### config.mk
export PLATFORM = sky130hd
export DESIGN_NAME = prga
export DESIGN_NICKNAME = d
export VERILOG_FILES = /design/src/rtl/arc4_pkg.sv /design/src/rtl/prga.sv
export SDC_FILE = /design/constraint.sdc
export NUM_CORES = 1
export LEC_CHECK = 0
export BUFFER_PORTS_ARGS = -buffer_cell sky130_fd_sc_hd__buf_2
export CORE_ASPECT_RATIO = 1.5
export CORE_UTILIZATION = 45
export DETAILED_ROUTE_END_ITERATION = 6
export GPL_TIMING_DRIVEN = 0
export SLEW_MARGIN = 25
export SYNTH_ARGS = -nofsm -noshare
export SYNTH_HDL_FRONTEND = slang
export SYNTH_SLANG_ARGS = --single-unit
### constraint.sdc
create_clock -name clk -period 5.3 [get_ports clk]
set_input_delay 0.795 -clock clk [delete_from_list [all_inputs] [get_ports clk]]
set_output_delay 0.795 -clock clk [all_outputs]
set_load 0.005 [all_outputs]
### src/rtl/arc4_pkg.sv
//------------------------------------------------------------------------------
// arc4_pkg : shared types, constants and helpers for the ARC4 datapath stages.
// Revision : 1.0
//------------------------------------------------------------------------------
`default_nettype none

package arc4_pkg;

  typedef logic [7:0] byte_t;

  typedef enum logic [3:0] {
    PRGA_IDLE   = 4'd0,
    PRGA_RD_LEN = 4'd1,
    PRGA_WT_LEN = 4'd2,
    PRGA_WR_LEN = 4'd3,
    PRGA_RD_SI  = 4'd4,
    PRGA_WT_SI  = 4'd5,
    PRGA_RD_SJ  = 4'd6,
    PRGA_WT_SJ  = 4'd7,
    PRGA_WR_SI  = 4'd8,
    PRGA_WR_SJ  = 4'd9,
    PRGA_RD_PAD = 4'd10,
    PRGA_WT_PAD = 4'd11,
    PRGA_WR_PT  = 4'd12,
    PRGA_DONE   = 4'd13
  } prga_state_e;

  localparam byte_t PRINT_LO = 8'h20;
  localparam byte_t PRINT_HI = 8'h7E;

  function automatic logic is_printable(input byte_t b);
    return (b >= PRINT_LO) && (b <= PRINT_HI);
  endfunction

endpackage

`default_nettype wire

### src/rtl/prga.sv
//------------------------------------------------------------------------------
// prga : ARC4 pseudo-random generation stage (S-RAM in place, CT-RAM -> PT-RAM).
//        Optional printable-plaintext check with early abort: PRGA_CHECK_EN.
// Revision : 1.0
//------------------------------------------------------------------------------
`default_nettype none

module prga
  import arc4_pkg::*;
(
  input  logic       clk,
  input  logic       rst_n,
  input  logic       en,
  output logic       rdy,
  output logic [7:0] s_addr,
  input  logic [7:0] s_rddata,
  output logic [7:0] s_wrdata,
  output logic       s_wren,
  output logic [7:0] ct_addr,
  input  logic [7:0] ct_rddata,
  output logic [7:0] pt_addr,
  output logic [7:0] pt_wrdata,
  output logic       pt_wren,
  output logic       valid
);

  prga_state_e state_q;
  byte_t       i_q, j_q, si_q, sj_q, len_q;
  logic [8:0]  k_q;
  byte_t       s_addr_q, s_wrdata_q, ct_addr_q, pt_addr_q, pt_wrdata_q;
  logic        rdy_q, s_wren_q, pt_wren_q;

  byte_t       pt_byte_d;
  byte_t       j_d;
  logic        last_d;

  assign pt_byte_d = s_rddata ^ ct_rddata;
  assign j_d       = j_q + s_rddata;
  assign last_d    = (k_q == {1'b0, len_q});

`ifdef PRGA_CHECK_EN
  logic valid_q;
  logic bad_q;
  assign valid = valid_q;
`else
  assign valid = 1'b1;
`endif

  always_ff @(posedge clk or negedge rst_n) begin
    if (!rst_n) begin
      state_q     <= PRGA_IDLE;
      rdy_q       <= 1'b1;
      i_q         <= '0;
      j_q         <= '0;
      si_q        <= '0;
      sj_q        <= '0;
      len_q       <= '0;
      k_q         <= '0;
      s_addr_q    <= '0;
      s_wrdata_q  <= '0;
      s_wren_q    <= 1'b0;
      ct_addr_q   <= '0;
      pt_addr_q   <= '0;
      pt_wrdata_q <= '0;
      pt_wren_q   <= 1'b0;
`ifdef PRGA_CHECK_EN
      valid_q     <= 1'b1;
      bad_q       <= 1'b0;
`endif
    end else begin
      s_wren_q  <= 1'b0;
      pt_wren_q <= 1'b0;
      case (state_q)
        PRGA_IDLE: begin
          if (en) begin
            state_q   <= PRGA_RD_LEN;
            rdy_q     <= 1'b0;
            ct_addr_q <= '0;
            i_q       <= '0;
            j_q       <= '0;
`ifdef PRGA_CHECK_EN
            valid_q   <= 1'b1;
            bad_q     <= 1'b0;
`endif
          end
        end
        PRGA_RD_LEN: state_q <= PRGA_WT_LEN;
        PRGA_WT_LEN: begin
          state_q     <= PRGA_WR_LEN;
          len_q       <= ct_rddata;
          pt_addr_q   <= '0;
          pt_wrdata_q <= ct_rddata;
          pt_wren_q   <= 1'b1;
          k_q         <= 9'd1;
          i_q         <= 8'd1;
        end
        PRGA_WR_LEN: begin
          if (len_q == 8'd0) begin
            state_q <= PRGA_DONE;
            rdy_q   <= 1'b1;
          end else begin
            state_q  <= PRGA_RD_SI;
            s_addr_q <= i_q;
          end
        end
        PRGA_RD_SI: state_q <= PRGA_WT_SI;
        PRGA_WT_SI: begin
          state_q  <= PRGA_RD_SJ;
          si_q     <= s_rddata;
          j_q      <= j_d;
          s_addr_q <= j_d;
        end
        PRGA_RD_SJ: state_q <= PRGA_WT_SJ;
        PRGA_WT_SJ: begin
          state_q    <= PRGA_WR_SI;
          sj_q       <= s_rddata;
          s_addr_q   <= i_q;
          s_wrdata_q <= s_rddata;
          s_wren_q   <= 1'b1;
        end
        // S[j] is written last so that i==j leaves the original value in place
        PRGA_WR_SI: begin
          state_q    <= PRGA_WR_SJ;
          s_addr_q   <= j_q;
          s_wrdata_q <= si_q;
          s_wren_q   <= 1'b1;
        end
        PRGA_WR_SJ: begin
          state_q   <= PRGA_RD_PAD;
          s_addr_q  <= si_q + sj_q;
          ct_addr_q <= k_q[7:0];
        end
        PRGA_RD_PAD: state_q <= PRGA_WT_PAD;
        PRGA_WT_PAD: begin
          state_q     <= PRGA_WR_PT;
          pt_addr_q   <= k_q[7:0];
          pt_wrdata_q <= pt_byte_d;
          pt_wren_q   <= 1'b1;
`ifdef PRGA_CHECK_EN
          bad_q       <= !is_printable(pt_byte_d);
`endif
        end
        PRGA_WR_PT: begin
`ifdef PRGA_CHECK_EN
          if (last_d || bad_q) begin
            state_q <= PRGA_DONE;
            rdy_q   <= 1'b1;
            if (bad_q) valid_q <= 1'b0;
          end else begin
`else
          if (last_d) begin
            state_q <= PRGA_DONE;
            rdy_q   <= 1'b1;
          end else begin
`endif
            state_q  <= PRGA_RD_SI;
            k_q      <= k_q + 9'd1;
            i_q      <= i_q + 8'd1;
            s_addr_q <= i_q + 8'd1;
          end
        end
        PRGA_DONE: state_q <= PRGA_IDLE;
        default: begin
          state_q <= PRGA_IDLE;
          rdy_q   <= 1'b1;
        end
      endcase
    end
  end

  assign rdy       = rdy_q;
  assign s_addr    = s_addr_q;
  assign s_wrdata  = s_wrdata_q;
  assign s_wren    = s_wren_q;
  assign ct_addr   = ct_addr_q;
  assign pt_addr   = pt_addr_q;
  assign pt_wrdata = pt_wrdata_q;
  assign pt_wren   = pt_wren_q;

endmodule

`default_nettype wire

==> impl_metrics.tcl, run 1 <==
set metrics [dict create \
    start_util_pct 46.5 \
    avgSynthCellArea_um2 9.40 \
    clock-sinks 96 \
    dr.first_iter.drc_count 233 \
    gp_congestion 0.857 \
    yosysTopAreaCell "dfrtp_1" \
    synth-edff-count 0 \
    hold_buffers 0 \
    cts_root_buffer "clkbuf_16" \
    clock-skew-final_ns 0.0110 \
    row_count 47 \
    rr_worst_depth 8 \
    syn-instance-count 547 \
    leakagePower_nw 2.80 \
    cp_data_required_time_ns 5.57 \
    drv_cap 0 \
    crit_chain "buf_2 > ha_1 > a211oi_2 > nor2_1 > a311o_1 > a21oi_1 > xor2_1 > or3_1 > a31oi_1" \
    cts.clk_slew.worst_paths_ns 0.07 \
    hp-class "input pin to async pin" \
    yosys_most_used_dff "dfrtp_1" \
    synth_area_leaders "dfrtp_1, nand2_1, o21ai_0" \
    worst_pin_slew_ns 0.809 \
    hold_violations 0 \
    die_area_mm2 0.0119 \
    wl_per_cell_um 17.2 \
    synthTopCellsByCount "dfrtp_1, nand2_1, o21ai_0" \
    vias 4241 \
    firstDrtPassIters 5 \
    max_freq_mhz 372 \
    drc_errors 0 \
    vias_per_cell 5.50 \
    cts_tree "done" \
    yosysMostFrequentCell "dfrtp_1" \
    cpPeakStageDelay_ns 0.36 \
    area_growth_pct 15.9 \
    finalCritPeriodShare_pct 50.8 \
    ctsHtreeMaxLevel 3 \
    rsz0062_at_grt "no" \
    synthesis.area_mm2 0.00514 \
    num-nets-final 657 \
    synth_seq_cells 96 \
    diodes 0 \
    finalInstanceArea_mm2 0.00596 \
    grtUsageTotal_pct 24.5 \
    rrSetupSlack_ns 2.79 \
    slew_headroom_pct 45.6 \
    r2r-start "j_q[1]$_DFFE_PN0P_" \
    slew_viol_final 0 \
    ys_warn_count 0 \
    grt_antenna_before_repair 0 \
    postCtsResizedCells 0 \
    die_w_um 89.3 \
    synth_seq_area_share_pct 46.8 \
    clk_latency_ns 0.35 \
    post_dp_cell_area_mm2 0.00566 \
    yosys.cell_types.count 69 \
    synth_top_area_share_pct 46.3 \
    path_class "input pin to flop" \
    syn_nets 584 \
    finalWirelength_mm 13.3 \
    cts_max_path_buffers 2 \
    die_y_um 133 \
    outcome "finished clean" \
    dpl.hpwl_mm 9.80 \
    fin_crit_ns 2.69 \
    numPortBuffers 61 \
    fin_tns_setup_ns 0 \
    critPathLaunchType "input pin" \
    cts_buffers 9 \
    grt_pass1_vias 4226 \
    grt_start_max_net_pins 68 \
    critPathArrivalTime_ns 2.96 \
    grt_pass1_wl_mm 21.9 \
    slowest_stage "a311o_1" \
    num_io_pins 63 \
    critical_path.max_fanout 5 \
    drive_above_1_share_pct 19.4 \
    grt_overflow 0 \
    r2r_end "s_addr[7]$_DFFE_PN0P_" \
    setup_viol 0 \
    end_kind "flop" \
    final_antenna_net_count 0 \
    core_area_mm2 0.0111 \
    synthArstFlopShare_pct 100 \
    postCtsSetupBuffers 0 \
    ir_worst_vdd_v 0.000269 \
    power.density_mw_per_mm2 557 \
]
[worst max path at each step]
stage                           start               endpoint  slack [ns]  cells past startpoint
after floorplan           s_rddata[1]  s_addr[7]$_DFFE_PN0P_        2.74                      8
after global placement    s_rddata[1]  s_addr[7]$_DFFE_PN0P_        2.26                      9
after detailed placement  s_rddata[1]  s_addr[7]$_DFFE_PN0P_        2.23                      9
after CTS                 s_rddata[1]  s_addr[7]$_DFFE_PN0P_        2.58                      9
after global routing      s_rddata[2]  s_addr[7]$_DFFE_PN0P_        2.46                      9
final                     s_rddata[1]  s_addr[7]$_DFFE_PN0P_        2.61                      9
[cell usage in the layout (no fill, tap or decap), drive strengths merged, types with 4 or more instances in the layout]
cell    Yosys  layout
dfrtp      95      95
nand2      91      91
buf        15      77
o21ai      59      59
a21oi      35      35
nor2       34      34
inv        21      23
nand3      21      21
clkbuf     11      20
ha         16      16
xor2       16      16
nor3       13      13
mux2       12      12
xnor2       9       9
a22o        9       9
a22oi       8       8
a31oi       7       7
or3         6       6
nand2b      5       5
a21o        5       5
a211oi      5       5
nor2b       4       4
o21bai      4       4
o22ai       4       4
[power breakdown]
group / total [mW] / internal (mW) / switching (mW)
combinational: 1.48 / 0.609 / 0.875
clock: 0.662 / 0.367 / 0.296
sequential: 1.17 / 0.988 / 0.186
[state kept, by name, summed over array words and instances, names as in the netlist]
register / count
ct_addr: 8
i_q: 8
j_q: 8
k_q: 9
len_q: 8
pt_addr: 8
pt_wrdata: 8
pt_wren: 1
rdy: 1
s_addr: 8
s_wrdata: 8
s_wren: 1
si_q: 8
sj_q: 8
state_q: 4
[kinds of logic (layout without fill, tap and decap cells)]
logic type / Yosys count / count (layout) / synth area share (%)
flops: 96 / 96 / 46.8
xor+xnor: 25 / 25 / 4.41
compound gates: 154 / 154 / 18.9
mux: 13 / 13 / 2.82
fa+ha+maj: 18 / 18 / 4.67
simple gates: 193 / 193 / 18.2
other cells: 1 / 1 / 0.0730
buf+inv: 47 / 124 / 4.16
[critical path, delay by kind of cell]
kind	cells	cell delay [ns]
AOI/OAI and AO/OA	4	1.07
and+or+nand+nor	2	0.47
adders and majority gates	1	0.33
xor gates and xnor gates	1	0.15
buffers and inverters	1	0.14
[layer usage]
metal  vias up  part of all wire (%)  GRT usage (%)
met2       101                    52           40.9
met5         -                     0              0
met1      2057                    43           32.3
met4         0                   1.5           6.97
met3        12                   3.3           4.18
li1       2071                     -              -
[layout make-up]
cell class,count,area [µm²]
fillers,1084,5100
inverters,21,78.8
multi-input cells,404,2520
flip-flops and latches,96,2400
plain buffers,26,135
repair buffers,62,339
well taps,147,184
clock inverters,6,68.8
clock buffers,9,225
[stage by stage]
stage / util [%] / std cells / hold WS [ns] / power [mW] / worst slack [ns]
CTS: 53.9 / 771 / 0.318 / 3.34 / 2.58
detailed placement: 51.2 / 756 / 0.456 / 2.67 / 2.23
floorplan: - / 547 / 0.463 / 2.20 / 2.74
finish: 53.9 / 771 / 0.307 / 3.32 / 2.61
global placement: 50.9 / 755 / 0.451 / 2.63 / 2.26
global route: 53.9 / 771 / 0.326 / 3.58 / 2.46
Power figures use the tool's default switching activity.
==> run 2, diff against run 1 <==
--- a/config.mk
+++ b/config.mk
@@ -5,11 +5,13 @@
 export SDC_FILE = /design/constraint.sdc
 export NUM_CORES = 1
 export LEC_CHECK = 0
+export ABC_AREA = 1
 export BUFFER_PORTS_ARGS = -buffer_cell sky130_fd_sc_hd__buf_2
 export CORE_ASPECT_RATIO = 1.5
 export CORE_UTILIZATION = 45
 export DETAILED_ROUTE_END_ITERATION = 6
 export GPL_TIMING_DRIVEN = 0
+export PLACE_DENSITY = 0.67
 export SLEW_MARGIN = 25
 export SYNTH_ARGS = -nofsm -noshare
 export SYNTH_HDL_FRONTEND = slang
==> constraint.sdc (replaced) <==
create_clock -name clk -period 2.2 [get_ports clk]
set_input_delay 0.33 -clock clk [delete_from_list [all_inputs] [get_ports clk]]
set_output_delay 0.33 -clock clk [all_outputs]
set_load 0.005 [all_outputs]
==> impl_metrics.tcl, run 2 <==
set metrics [dict create \
    synth_top_area_share_pct 44.7 \
    grt_antenna_before_repair 0 \
    postCtsSetupBuffers 0 \
    ys_warn_count 0 \
    synth_seq_area_share_pct 45.1 \
    die_area_mm2 0.0123 \
    num-nets-final 807 \
    synth_seq_cells 96 \
    final_antenna_net_count 0 \
    cts_buffers 9 \
    setup_viol 0 \
    synthesis.area_mm2 0.00532 \
    fin_crit_ns 1.84 \
    grt_pass1_vias 4838 \
    total_power_mw 7.63 \
    grt_use_met1_pct 27.2 \
    vias 4836 \
    yosys_most_used_dff "dfrtp_1" \
    max_freq_mhz 545 \
    cts_max_path_buffers 2 \
    diodes 0 \
    r2r_end "i_q[6]$_DFFE_PN0P_" \
    drive_above_1_share_pct 15.6 \
    outcome "finished clean" \
    clk_latency_ns 0.35 \
    hp-class "input pin to flop" \
    use_met2_pct 44.5 \
    yosysTopAreaCell "dfrtp_1" \
    clock-sinks 96 \
    synthTopCellsByCount "nand2_1, dfrtp_1, nor2_1" \
    syn-instance-count 696 \
    grt_pass1_wl_mm 22.9 \
    clock-skew-final_ns 0.00934 \
    core_area_mm2 0.0115 \
    area_growth_pct 15.6 \
    syn_nets 733 \
    largest_register_ffs 9 \
    critPathArrivalTime_ns 2.09 \
    row_count 48 \
    gp_congestion 0.891 \
    critical_path.max_fanout 10 \
    synth_area_leaders "dfrtp_1, nand2_1, nand3_1" \
    grt_overflow 0 \
    cts_tree "done" \
    rrSetupSlack_ns 0.36 \
    die_y_um 135 \
    dr.first_iter.drc_count 229 \
    drc_errors 0 \
    cp-endpoint "i_q[6]$_DFFE_PN0P_" \
    finalCritPeriodShare_pct 83.5 \
    avgSynthCellArea_um2 7.65 \
    synth-edff-count 0 \
    post_dp_cell_area_mm2 0.00585 \
    ir_worst_vdd_v 0.000465 \
    worst_pin_slew_ns 0.512 \
    cts.clk_slew.worst_paths_ns 0.07 \
    cp_data_required_time_ns 2.45 \
    synthArstFlopShare_pct 100 \
    yosysMostFrequentCell "nand2_1" \
    rr_worst_depth 9 \
    num_io_pins 63 \
    drv_cap 0 \
    finalWirelength_mm 13.8 \
    numPortBuffers 61 \
    yosys.cell_types.count 36 \
    firstDrtPassIters 5 \
    start_util_pct 46.2 \
    dpl.hpwl_mm 10.5 \
    rsz0062_at_grt "no" \
    power.density_mw_per_mm2 1240 \
    cts_root_buffer "clkbuf_16" \
    finalInstanceArea_mm2 0.00616 \
    mostFrequentLayoutCell "nand2_1" \
    path_class "flop to flop" \
    slew_headroom_pct 65.9 \
    end_kind "flop" \
    n_fill_cell 1166 \
    regMostFlops "k_q" \
    leakagePower_nw 3.26 \
    grt_most_used_layer "met2" \
    r2r-start "k_q[2]$_DFFE_PN0P_" \
    critPathLaunchType "flop" \
    ctsHtreeMaxLevel 3 \
    slew_viol_final 0 \
    vias_per_cell 5.23 \
    die_w_um 90.8 \
    wl_per_cell_um 14.9 \
    worstSetupStartpoint "k_q[2]$_DFFE_PN0P_" \
    grt_start_max_net_pins 65 \
    grtUsageTotal_pct 23.8 \
    hold_violations 0 \
    final_cell_mix "nand2_1, dfrtp_1, nor2_1" \
    grt_use_met3_pct 2.97 \
]
run 2: cell count changes in the layout (fill, tap and decap cells not counted), moves of 9 or more:
cell,previous run,this run
a22o_1,9,0
inv_1,19,78
nand3_1,20,67
nand2_2,0,9
o21ai_0,59,49
a21oi_1,35,25
nor2_1,33,82
nand2_1,90,185
run 2: what timing repair did:
action | in CTS | in global routing
hold endpoints to repair | 32 | 0
gates resized for setup | 0 | 0
hold buffers | 1 | 0
run 2: logic make-up after synthesis:
logic type               Yosys count  share of synthesized area [%]
AO/OA/AOI/OAI                     88                           8.60
XOR/XNOR                          17                           2.80
adder cells (fa/ha/maj)           18                           4.51
buffers and inverters            101                           7.83
flip-flops                        96                           45.1
multiplexers                       2                          0.423
other                              1                         0.0704
AND/OR/NAND/NOR                  373                           30.6
run 2: cell type report:
class / count / area (µm²) / area share, %
clock buffers: 10 / 229 / 3.72
well taps: 150 / 188 / 3.05
inverters: 83 / 312 / 5.06
clock inverters: 6 / 66.3 / 1.08
repair buffers: 63 / 349 / 5.67
multi-input cells: 499 / 2500 / 40.7
flip-flops and latches: 96 / 2400 / 39.0
plain buffers: 18 / 105 / 1.71
run 2: per-stage QoR:
stage | cells | setup slack [ns] | setup TNS, ns | hold WS [ns] | utilization (%)
final | 925 | 0.364 | 0 | 0.257 | 53.4
after global routing | 925 | 0.189 | 0 | 0.264 | 53.4
after CTS | 925 | 0.319 | 0 | 0.257 | 53.4
after detailed placement | 908 | 0.281 | 0 | 0.243 | 50.7
after global placement | 907 | -0.178 | -16.19 | 0.459 | 50.4
after floorplan | 696 | 0.586 | 0 | 0.0344 | -
run 2: worst min path at each step:
| stage | startpoint | endpoint | slack, ns | cells after the start |
|---|---|---|---|---|
| finish | ct_rddata[5] | len_q[5]$_DFFE_PN0P_ | 0.26 | 3 |
| global route | ct_rddata[4] | len_q[4]$_DFFE_PN0P_ | 0.26 | 2 |
| CTS | ct_rddata[4] | len_q[4]$_DFFE_PN0P_ | 0.26 | 2 |
| detailed placement | rst_n | s_wren$_DFF_PN0_ | 0.24 | 1 |
| global placement | s_wrdata[5]$_DFFE_PN0P_ | s_wrdata[5]$_DFFE_PN0P_ | 0.46 | 2 |
| floorplan | rst_n | ct_addr[0]$_DFFE_PN0P_ | 0.03 | 0 |
run 2: report_power, final:
group / leakage [nW] / total [mW] / internal [mW] / switching, mW
logic: 1.89 / 3.30 / 1.24 / 2.07
clock network: 0.148 / 1.59 / 0.891 / 0.702
registers: 1.22 / 2.73 / 2.33 / 0.399
total: 3.26 / 7.63 / 4.46 / 3.17
run 2: metal layers:
| layer | vias to the layer above | share of wire (%) |
|---|---|---|
| met5 | - | 0 |
| met4 | 0 | 2.8 |
| met3 | 26 | 3.8 |
| met2 | 137 | 54 |
| met1 | 2299 | 40 |
| li1 | 2374 | - |
run 2: critical path: stages, from the launching register on:
cell and delay [ns]:
dfrtp_1 0.37, buf_2 0.18, inv_1 0.14, nand2_1 0.08, a21oi_1 0.33, nand3_2 0.19
nand3_2 0.17, buf_6 0.15, nand2_1 0.05, o21ai_0 0.09
